<file path="src/rtl/mem_access_unit.sv">
// MEM pipeline stage: issues one load/store per EXE handshake to a variable-latency
// data memory and returns aligned, extended load data to WB as a one-cycle pulse.
module mem_access_unit #(
    parameter int unsigned TIMEOUT_CYCLES = 16
) (
    input  logic        clk,
    input  logic        rst_n,
    input  logic        ex_valid,
    output logic        ex_ready,
    input  logic        ex_is_load,
    input  logic        ex_is_store,
    input  logic [31:0] ex_addr,
    input  logic [31:0] ex_store_data,
    input  logic [1:0]  ex_size,
    input  logic        ex_unsigned,
    input  logic [4:0]  ex_rd_addr,
    output logic        dmem_req,
    output logic        dmem_we,
    output logic [31:0] dmem_addr,
    output logic [3:0]  dmem_be,
    output logic [31:0] dmem_wdata,
    input  logic        dmem_ack,
    input  logic [31:0] dmem_rdata,
    output logic        from_mem,
    output logic [4:0]  store_data_to,
    output logic [31:0] read_data,
    output logic        mem_err
);

    typedef enum logic [1:0] {ST_IDLE, ST_REQ, ST_RESP} state_t;

    localparam logic [7:0] LP_LAST = 8'(TIMEOUT_CYCLES - 1);

    state_t      r_state, w_state;
    logic [7:0]  r_cnt, w_cnt;
    logic        r_req, w_req, r_we, w_we;
    logic [31:0] r_addr, w_addr, r_wdata, w_wdata;
    logic [3:0]  r_be, w_be;
    logic        r_from_mem, w_from_mem, r_err, w_err;
    logic [4:0]  r_rd_out, w_rd_out, r_rd, w_rd;
    logic [31:0] r_rdata_out, w_rdata_out;
    logic [1:0]  r_size, w_size, r_off, w_off;
    logic        r_uns, w_uns;
    logic        w_illegal;
    logic [31:0] w_shifted, w_ext;

    assign w_illegal = (ex_size == 2'd3) || (ex_is_load && ex_is_store) ||
                       (ex_size == 2'd1 && ex_addr[0]) ||
                       (ex_size == 2'd2 && ex_addr[1:0] != 2'b00);

    assign w_shifted = dmem_rdata >> {r_off, 3'b000};

    always_comb begin
        w_ext = w_shifted;
        case (r_size)
            2'd0:    w_ext = {{24{w_shifted[7] & ~r_uns}}, w_shifted[7:0]};
            2'd1:    w_ext = {{16{w_shifted[15] & ~r_uns}}, w_shifted[15:0]};
            default: w_ext = w_shifted;
        endcase
    end

    always_comb begin
        w_state     = r_state;
        w_cnt       = r_cnt;
        w_req       = r_req;
        w_we        = r_we;
        w_addr      = r_addr;
        w_be        = r_be;
        w_wdata     = r_wdata;
        w_from_mem  = 1'b0;
        w_err       = 1'b0;
        w_rd_out    = r_rd_out;
        w_rdata_out = r_rdata_out;
        w_rd        = r_rd;
        w_size      = r_size;
        w_off       = r_off;
        w_uns       = r_uns;
        case (r_state)
            ST_IDLE: begin
                if (ex_valid && (ex_is_load || ex_is_store)) begin
                    if (w_illegal) begin
                        w_err = 1'b1;
                    end else begin
                        w_state = ST_REQ;
                        w_req   = 1'b1;
                        w_we    = ex_is_store;
                        w_addr  = {ex_addr[31:2], 2'b00};
                        w_cnt   = '0;
                        w_rd    = ex_rd_addr;
                        w_size  = ex_size;
                        w_off   = ex_addr[1:0];
                        w_uns   = ex_unsigned;
                        case (ex_size)
                            2'd0: begin
                                w_be    = 4'b0001 << ex_addr[1:0];
                                w_wdata = {4{ex_store_data[7:0]}};
                            end
                            2'd1: begin
                                w_be    = 4'b0011 << ex_addr[1:0];
                                w_wdata = {2{ex_store_data[15:0]}};
                            end
                            default: begin
                                w_be    = 4'b1111;
                                w_wdata = ex_store_data;
                            end
                        endcase
                    end
                end
            end
            ST_REQ: begin
                // ack is checked first so an ack on the final wait cycle still completes
                if (dmem_ack) begin
                    w_req = 1'b0;
                    w_we  = 1'b0;
                    w_cnt = '0;
                    if (r_we) begin
                        w_state = ST_IDLE;
                    end else begin
                        w_state     = ST_RESP;
                        w_from_mem  = (r_rd != 5'd0);
                        w_rd_out    = r_rd;
                        w_rdata_out = w_ext;
                    end
                end else if (r_cnt == LP_LAST) begin
                    w_req   = 1'b0;
                    w_we    = 1'b0;
                    w_cnt   = '0;
                    w_err   = 1'b1;
                    w_state = ST_IDLE;
                end else begin
                    w_cnt = r_cnt + 8'd1;
                end
            end
            ST_RESP: w_state = ST_IDLE;
            default: w_state = ST_IDLE;
        endcase
    end

    always_ff @(posedge clk or negedge rst_n) begin
        if (!rst_n) begin
            r_state     <= ST_IDLE;
            r_cnt       <= '0;
            r_req       <= 1'b0;
            r_we        <= 1'b0;
            r_addr      <= '0;
            r_be        <= '0;
            r_wdata     <= '0;
            r_from_mem  <= 1'b0;
            r_err       <= 1'b0;
            r_rd_out    <= '0;
            r_rdata_out <= '0;
            r_rd        <= '0;
            r_size      <= '0;
            r_off       <= '0;
            r_uns       <= 1'b0;
        end else begin
            r_state     <= w_state;
            r_cnt       <= w_cnt;
            r_req       <= w_req;
            r_we        <= w_we;
            r_addr      <= w_addr;
            r_be        <= w_be;
            r_wdata     <= w_wdata;
            r_from_mem  <= w_from_mem;
            r_err       <= w_err;
            r_rd_out    <= w_rd_out;
            r_rdata_out <= w_rdata_out;
            r_rd        <= w_rd;
            r_size      <= w_size;
            r_off       <= w_off;
            r_uns       <= w_uns;
        end
    end

    assign ex_ready      = (r_state == ST_IDLE);
    assign dmem_req      = r_req;
    assign dmem_we       = r_we;
    assign dmem_addr     = r_addr;
    assign dmem_be       = r_be;
    assign dmem_wdata    = r_wdata;
    assign from_mem      = r_from_mem;
    assign store_data_to = r_rd_out;
    assign read_data     = r_rdata_out;
    assign mem_err       = r_err;

endmodule

</file>
<file path="config.mk">
export PLATFORM = sky130hd
export DESIGN_NAME = mem_access_unit
export DESIGN_NICKNAME = d
export VERILOG_FILES = /design/src/rtl/mem_access_unit.sv
export SDC_FILE = /design/constraint.sdc
export NUM_CORES = 1
export LEC_CHECK = 0
export ABC_AREA = 1
export CAP_MARGIN = 5
export CORE_MARGIN = 5
export CORE_UTILIZATION = 49
export CTS_CLUSTER_SIZE = 28
export DETAILED_ROUTE_END_ITERATION = 12
export PLACE_DENSITY = 0.9
export SYNTH_ARGS = -nofsm -noshare
export SYNTH_HDL_FRONTEND = slang
export SYNTH_SLANG_ARGS = --single-unit
</file>
<file path="constraint.sdc">
create_clock -name clk -period 2.01 [get_ports clk]
set_clock_uncertainty 0.05 [all_clocks]
set_input_delay 0.3015 -clock clk [delete_from_list [all_inputs] [get_ports clk]]
set_output_delay 0.3015 -clock clk [all_outputs]
set_load 0.01 [all_outputs]
</file>
==> results of run 1 <==
per-layer routing:
metal | GRT usage | up-vias | part of all wire
met4 | 0.107 | 0 | 0.027
met3 | 0.0840 | 45 | 0.095
met2 | 0.438 | 256 | 0.49
met5 | 0 | - | 0
met1 | 0.328 | 2900 | 0.39
li1 | - | 2969 | -
per-stage QoR:
stage,hold WS [ns],power (mW)
after floorplan,-0.0441,5.96
after global routing,0.395,12.8
final,0.395,12.1
after CTS,0.376,12.2
after detailed placement,0.320,8.48
after global placement,0.314,8.34
cells in the final DEF, fill, tap and decap left out:
master / count
clkinvlp_4: 1
inv_6: 1
nand2_2: 1
o22ai_1: 1
xor2_1: 1
ha_1: 1
clkbuf_16: 17
nand2_1: 272
nor2_1: 28
nor2_2: 1
nor3_1: 1
inv_1: 53
inv_2: 6
o21bai_1: 2
o31ai_1: 1
o211ai_1: 8
nand4_2: 1
dlygate4sd3_1: 1
buf_4: 14
nand3_1: 102
clkbuf_1: 1
bufinv_16: 6
dlymetal6s2s_1: 1
a21oi_1: 42
buf_12: 9
conb_1: 2
clkbuf_8: 6
o21ai_1: 3
dfrtp_1: 126
o21ai_0: 61
or2_1: 9
nand2_4: 1
dfrtp_2: 1
or2_2: 6
or2_0: 5
nand4_1: 7
clkdlybuf4s50_1: 215
state kept, by name, indices dropped and copies added, names as in the netlist:
| register | count |
|---|---|
| read_data | 32 |
| mem_err | 1 |
| r_state | 2 |
| r_off | 2 |
| dmem_req | 1 |
| r_rd | 5 |
| r_uns | 1 |
| dmem_wdata | 32 |
| dmem_be | 4 |
| r_size | 2 |
| from_mem | 1 |
| dmem_we | 1 |
| dmem_addr | 30 |
| store_data_to | 5 |
| r_cnt | 8 |
layout make-up:
class                      count  area (um2)  area share
multi-input combinational    556        2490       0.269
clock buffer                  24         512      0.0552
timing repair buffer         240        2460       0.265
sequential                   127        3180       0.343
inverter                      59         221      0.0239
clock inverter                 8         196      0.0212
tap                          172         215      0.0232
synthesized netlist by cell type, types with 2 or more instances:
cell	count	area, um2
buf_4	13	97.6
a21oi_1	42	210
or2_2	6	37.5
dfrtp_1	127	3180
o21bai_1	2	15.0
buf_2	20	100
nand4_1	7	43.8
or2_1	9	56.3
or2_0	5	31.3
inv_2	6	22.5
clkbuf_1	11	41.3
o211ai_1	8	60.1
inv_1	53	199
o21ai_0	61	305
buf_6	2	22.5
nor2_1	28	105
nand2_1	272	1020
buf_1	2	7.51
o21ai_1	3	15.0
nand3_1	102	510
cells by family (layout without fill, tap and decap cells):
group,Yosys count,in the layout,share of synthesized area
AO/OA/AOI/OAI,118,118,0.101
buffers and inverters,107,331,0.0796
adder cells (fa/ha/maj),1,1,0.00203
flip-flops,127,127,0.516
AND/OR/NAND/NOR,434,434,0.300
XOR/XNOR,1,1,0.00142
other,1,2,0.000609
timing repair:
item,in CTS,in global routing
endpoints found under the setup margin,0,4
hold endpoints to repair,40,0
gates resized for setup,0,2
hold buffers,1,0
power by group:
part,internal [mW],switching [mW]
clock,2.53,1.10
sequential,3.46,0.583
combinational,2.30,2.15
total,8.29,3.84
path summary, 6_finish.rpt:
check | start | endpoint | slack [ns]
setup / recovery | dmem_we$_DFFE_PN0P_ | dmem_we | 0.26
hold / removal | ex_addr[9] | dmem_addr[9]$_DFFE_PN0P_ | 0.39
setup reg to reg | r_cnt[0]$_DFFE_PN0P_ | dmem_we$_DFFE_PN0P_ | 0.29
hold reg to reg | dmem_addr[25]$_DFFE_PN0P_ | dmem_addr[25]$_DFFE_PN0P_ | 0.42
max in group asynchronous | rst_n | dmem_wdata[18]$_DFFE_PN0P_ | 0.85
min in group asynchronous | rst_n | r_state[1]$_DFFE_PN0P_ | 0.44
==> out/results.txt, run 1 <==
Status: complete, no violations
Placer Congestion: 0.921
Sequential element share of the synthesized area: 0.516
Layout cells sized above 1: 0.0700
Via density: 5.20
Synthesized flop and latch total: 127
# diodes: 0
Crit share post-route: 0.873
CTS H-tree depth: 4
Worst Setup End Kind: output port
CTS tree: built
Critical Path RT: 1.66 ns
Setup-failing EPs final: 0
IO Port Bufs: 217
Worst VDD drop: 0.000847 V
CTS Sinks: 127
Area of the core: 12,500 um2
DP Area: 8560 um2
Max clock buf depth: 2
Post-route setup TNS: 0 ns
Post-Synthesis Cells: 789
Max Slew Vio Count: 0
Bufs and invs on worst path: 1
Hold depth: 3
Vias after detailed routing: 6,170
Leakage power: 4.53 nW
Die extent in y: 122 um
Endpoints failing hold: 0
Max incr delay on CP: 0.58 ns
RSZ-0062 raised after global routing: no
Commonest register cell after synthesis: dfrtp_1
Worst EP arrival: 1.40 ns
Site Rows: 41
Final WL: 19,400 um
Max-cap check violation count: 0
Slowest-stage cell, CP: clkdlybuf4s50_1
Initial antenna violation count: 0
FMAX: 570 MHz
Vias in the first global route: 6,173
Pin count of the biggest net entering global routing: 54
Global route total overflow: 0
Setup WS pre-CTS: 0.0530 ns
Area growth syn-to-layout: 50.6%
Critical Path Fanout Max: 3
Initial Util: 0.494
Clk_lat worst skew: 0.41 ns
First-pass iteration count of the detailed router: 6
Post-synth EDFFs: 0
CTS Root Cell: clkbuf_16
Filler cells: 899
Worst hold path type: in2reg
Post-DP HPWL: 13,800 um
Synth cell types: 30
First-pass GRT wire length: 30,900 um
Critical Path Source Type: flop
Fin area: 9280 um2
Slew headroom: 0.570
Final-stage net count: 1,112
Instance count on the critical path: 1
Placed cell count: 1,153
Mean area per synthesized cell: 7.81 um2
Die area: 14,900 um2
Post-synthesis cell area: 6160 um2
Final WS setup: 0.255 ns
Total GRT Usage: 0.267
Clk slew on worst S/H paths: 0.06 ns
Final ANT Viol Nets: 0
Setup Fix Bufs, Post-CTS: 0
Worst slew pin tran: 0.645 ns
Wire per inst: 16.4 um
WS Path Type: reg2out
Fin crit period: 1.75 ns
Die width: 122 um
Final std cells w/o fill: 1,186
Worst Reg2Reg Path Length in Cells: 8
Total clock buffers created by CTS: 17
Critical Path, Cell by Cell: clkdlybuf4s50_1
Family with the most delay on the worst path: buffers and inverters
Final core utilization: 0.744
Drc violations: 0
PwrDens: 1310 nW/um2
Ys async rst share: 1.00
Iteration-0 DRC Markers: 677
I/O pins: 220
Yosys warns: 0
Power figures use the tool's default switching activity.
==> inputs of run 2 (changes only) <==
--- a/config.mk
+++ b/config.mk
@@ -12,6 +12,7 @@
 export CTS_CLUSTER_SIZE = 28
 export DETAILED_ROUTE_END_ITERATION = 12
 export PLACE_DENSITY = 0.9
+export SETUP_SLACK_MARGIN = 0.05
 export SYNTH_ARGS = -nofsm -noshare
 export SYNTH_HDL_FRONTEND = slang
 export SYNTH_SLANG_ARGS = --single-unit
==> run 2 against run 1 <==
- sequential share of layout area is essentially flat
- critical path depth is the same
- cell area is essentially flat
==> out/results.txt, run 2 (synthesized netlist as in run 1, its figures left out) <==
Status: complete, no violations
Worst VDD drop: 0.000847 V
Total clock buffers created by CTS: 17
Worst hold path type: in2reg
Worst EP arrival: 1.40 ns
WS Path Type: reg2out
Clk_lat worst skew: 0.42 ns
Most frequent cells in the layout: nand2_1, clkdlybuf4s50_1, dfrtp_1
Post-DP HPWL: 13,800 um
Max clock buf depth: 2
Setup-failing EPs final: 0
Slowest-stage cell, CP: clkdlybuf4s50_1
Vias after detailed routing: 6,174
Drc violations: 0
Die area: 14,900 um2
Final core utilization: 0.744
Iteration-0 DRC Markers: 662
Setup WS pre-CTS: 0.0530 ns
# diodes: 0
Area of the core: 12,500 um2
Most common cell after layout, fill and taps aside: nand2_1
FMAX: 571 MHz
Initial Util: 0.494
Final ANT Viol Nets: 0
Worst slew pin tran: 0.645 ns
CTS Sinks: 127
Max-cap check violation count: 0
Final WL: 19,500 um
I/O pins: 220
IO Port Bufs: 217
Final WS setup: 0.258 ns
Leakage power: 4.52 nW
Post-route setup TNS: 0 ns
Max Slew Vio Count: 0
Placer Congestion: 0.921
Die width: 122 um
Crit share post-route: 0.872
Endpoints failing hold: 0
Die extent in y: 122 um
Pin count of the biggest net entering global routing: 54
Final-stage net count: 1,112
Global route total overflow: 0
Initial antenna violation count: 0
Wire per inst: 16.4 um
Worst Setup End Kind: output port
CTS Root Cell: clkbuf_16
CTS H-tree depth: 4
Via density: 5.21
Vias in the first global route: 6,173
First-pass iteration count of the detailed router: 6
Total GRT Usage: 0.267
Site Rows: 41
Critical Path Source Type: flop
Max incr delay on CP: 0.58 ns
Fin crit period: 1.75 ns
Family with the most delay on the worst path: buffers and inverters
Area growth syn-to-layout: 50.6%
Bufs and invs on worst path: 1
First-pass GRT wire length: 30,900 um
Critical Path RT: 1.66 ns
Clk slew on worst S/H paths: 0.06 ns
Critical Path, Cell by Cell: clkdlybuf4s50_1
PwrDens: 1310 nW/um2
RSZ-0062 raised after global routing: no
Slew headroom: 0.570
Setup Fix Bufs, Post-CTS: 0
Critical Path Fanout Max: 3
CTS tree: built
Layout cells sized above 1: 0.0700
[run 2: changes by cell type in the layout (fill, tap and decap cells not counted), sizes merged]
cell and delta:
dlygate4sd2 +1, dlymetal6s2s -1
[run 2: through the flow]
stage	cell area (um2)	hold slack (ns)	total power [mW]	std cells
floorplan	6160	-0.0441	5.96	790
global placement	8560	0.314	8.34	1153
detailed placement	8560	0.320	8.48	1153
CTS	9270	0.376	12.2	1186
global route	9280	0.395	12.8	1186
finish	9280	0.391	12.1	1186
[run 2: routing by layer]
layer  track usage  wire length [um]
met5             0                 0
met2         0.438              9440
met1         0.328              7630
met4         0.107               513
met3        0.0840              1880
[run 2: final cells by class]
cell class / instances / area, um2
fillers: 901 / 3190
flip-flops and latches: 127 / 3180
multi-input cells: 556 / 2490
repair buffers: 240 / 2460
clock buffers: 24 / 512
inverters: 59 / 221
well taps: 172 / 215
clock inverters: 8 / 196
[run 2: final timing paths]
kind,startpoint,endpoint,slack (ns),cells after the start
worst min register to register,dmem_addr[25]$_DFFE_PN0P_,dmem_addr[25]$_DFFE_PN0P_,0.42,2
worst max register to register,r_cnt[0]$_DFFE_PN0P_,dmem_we$_DFFE_PN0P_,0.30,8
max in group asynchronous,rst_n,dmem_wdata[18]$_DFFE_PN0P_,0.85,3
min in group asynchronous,rst_n,r_state[1]$_DFFE_PN0P_,0.44,2
worst min-delay path,ex_addr[9],dmem_addr[9]$_DFFE_PN0P_,0.39,3
worst max-delay path,dmem_we$_DFFE_PN0P_,dmem_we,0.26,1
[run 2: power by group]
group	internal (mW)	leakage, nW	total, mW	switching (mW)
registers	3.46	1.58	4.04	0.584
logic	2.30	2.60	4.45	2.15
clock network	2.53	0.343	3.63	1.10
[run 2: repair_timing]
item                       in CTS  in global routing
cloned                          0                  0
hold endpoints to repair       40                  0
resized for setup               1                  1
setup endpoints to repair       1                  8
hold buffers                    1                  0
[run 2: worst register-to-register path, delay by kind of cell (launching register included)]
kind | cells | cell delay [ns]
flip-flops | 1 | 0.39
adder cells (fa/ha/maj) | 1 | 0.18
AND/OR/NAND/NOR | 7 | 0.99
==> inputs of run 3 (changes only) <==
--- a/config.mk
+++ b/config.mk
@@ -7,7 +7,7 @@
 export LEC_CHECK = 0
 export ABC_AREA = 1
 export CAP_MARGIN = 5
-export CORE_MARGIN = 5
+export CORE_MARGIN = 10
 export CORE_UTILIZATION = 49
 export CTS_CLUSTER_SIZE = 28
 export DETAILED_ROUTE_END_ITERATION = 12
==> run 3 against run 2 <==
- utilization increased by 1.4 points
- global-route usage is 2.9 points lower
- sequential power about the same
- die area rose by 17%
- critical path depth stayed put
- highest routed layer unchanged
- total power about the same
- hold slack got worse by 0.0067 ns
- maximum frequency fell by 0.36%
- flip-flop and latch count stayed put
==> out/results.txt, run 3 (synthesized netlist as in run 1, its figures left out) <==
Final-stage net count: 1,114
Global route total overflow: 0
Vias in the first global route: 6,411
Vias after detailed routing: 6,305
Initial Util: 0.506
Drc violations: 0
Clk_lat worst skew: 0.43 ns
Crit share post-route: 0.875
WS Path Type: reg2out
Total GRT Usage: 0.238
R2R Setup Slk: 0.32 ns
Most frequent cells in the layout: nand2_1, clkdlybuf4s50_1, dfrtp_1
DP Area: 8530 um2
Pin count of the biggest net entering global routing: 128
Area growth syn-to-layout: 49.6%
Die area: 17,500 um2
Setup-failing EPs final: 0
Fin crit period: 1.76 ns
Slew headroom: 0.524
Final WL: 21,100 um
IO Port Bufs: 217
Max incr delay on CP: 0.58 ns
Critical Path RT: 1.66 ns
First-pass GRT wire length: 33,600 um
Filler cells: 825
Clk slew on worst S/H paths: 0.06 ns
Initial antenna violation count: 1
Setup Fix Bufs, Post-CTS: 0
PwrDens: 1310 nW/um2
Worst hold path type: in2reg
CTS Sinks: 127
CTS tree: built
Critical Path, Cell by Cell: clkdlybuf4s50_1
Seq pwr share: 0.334
Comb pwr share: 0.376
Area of the core: 12,200 um2
Critical Path Fanout Max: 2
Switch share: 0.327
Fin area: 9210 um2
Die width: 132 um
Site Rows: 40
Via density: 5.32
Worst slew pin tran: 0.715 ns
Status: complete, no violations
Endpoints failing hold: 0
Worst VDD drop: 0.000995 V
P_int: 8.15 mW
Layout cells sized above 1: 0.0709
Final ANT Viol Nets: 0
Most common cell after layout, fill and taps aside: nand2_1
FMAX: 569 MHz
RSZ-0062 raised after global routing: no
Max-cap check violation count: 0
Placer Congestion: 0.962
Worst Setup End Kind: output port
Family with the most delay on the worst path: buffers and inverters
Critical Path Source Type: flop
Bufs and invs on worst path: 1
Max Slew Vio Count: 0
Leakage power: 4.51 nW
First-pass iteration count of the detailed router: 5
Clk network pwr share: 0.290
CTS H-tree depth: 4
Total clock buffers created by CTS: 17
Worst EP arrival: 1.41 ns
Max clock buf depth: 2
Iteration-0 DRC Markers: 729
Post-DP HPWL: 15,000 um
CTS Root Cell: clkbuf_16
Post-route setup TNS: 0 ns
Die extent in y: 132 um
Slowest-stage cell, CP: clkdlybuf4s50_1
Net Switching: 3.96 mW
I/O pins: 220
Wire per inst: 17.8 um
-- run 3: changes by cell type in the layout (fill, tap and decap cells not counted) --
cell            change
dlymetal6s2s_1      +1
buf_4               +5
diode_2             +1
buf_12              -3
clkbuf_8            -4
inv_6               -1
dlygate4sd2_1       -1
dfrtp_2             -1
clkinv_2            +5
dfrtp_1             +1
-- run 3: repair_timing --
action,4_1_cts,5_1_grt
gates resized for setup,0,1
setup endpoints to repair,0,1
hold buffers,1,0
endpoints found under the hold margin,109,0
-- run 3: area by class of cell --
class	count	area, um2	area share
Sequential cell	127	3180	0.345
Multi-Input combinational cell	556	2490	0.271
Timing Repair Buffer	242	2440	0.265
Clock buffer	20	457	0.0496
Inverter	59	221	0.0240
Clock inverter	12	213	0.0231
Tap cell	168	210	0.0228
Antenna cell	1	2.50	0.000272
-- run 3: metal layers --
| metal | GRT usage | vias to the layer above | part of all wire |
|---|---|---|---|
| met5 | 0 | - | 0 |
| met4 | 0.0890 | 0 | 0.020 |
| met3 | 0.0869 | 29 | 0.10 |
| met2 | 0.384 | 284 | 0.48 |
| met1 | 0.283 | 3019 | 0.40 |
| li1 | - | 2973 | - |
-- run 3: through the flow --
step                hold WS [ns]  power [mW]  worst slack, ns  instances   util
floorplan                -0.0441        5.96            0.564        790      -
global placement           0.403        8.44            0.115       1151  0.701
detailed placement         0.408        8.59           0.0253       1151  0.701
CTS                        0.378        12.2           0.0703       1184  0.757
global route               0.382        12.8            0.163       1185  0.758
finish                     0.385        12.1            0.252       1185  0.758
-- run 3: worst paths after layout --
check                                             to  cells after the start                 startpoint
max                                    dmem_wdata[8]                      1  dmem_wdata[8]$_DFFE_PN0P_
min                        dmem_addr[10]$_DFFE_PN0P_                      3                ex_addr[10]
max reg2reg                read_data[30]$_DFFE_PN0P_                      7       r_off[0]$_DFFE_PN0P_
min reg2reg                dmem_addr[15]$_DFFE_PN0P_                      2  dmem_addr[15]$_DFFE_PN0P_
max in group asynchronous  read_data[28]$_DFFE_PN0P_                      3                      rst_n
min in group asynchronous   read_data[1]$_DFFE_PN0P_                      3                      rst_n
-- run 3: power by group through the flow --
stage	Clock, mW	Sequential [mW]	Combinational (mW)
3_5_place_dp	0	4.05	4.54
4_1_cts	3.54	4.04	4.59
3_3_place_gp	0	4.02	4.42
6_report	3.51	4.05	4.55
5_1_grt	3.64	4.15	5.00
2_1_floorplan	0	4.33	1.63
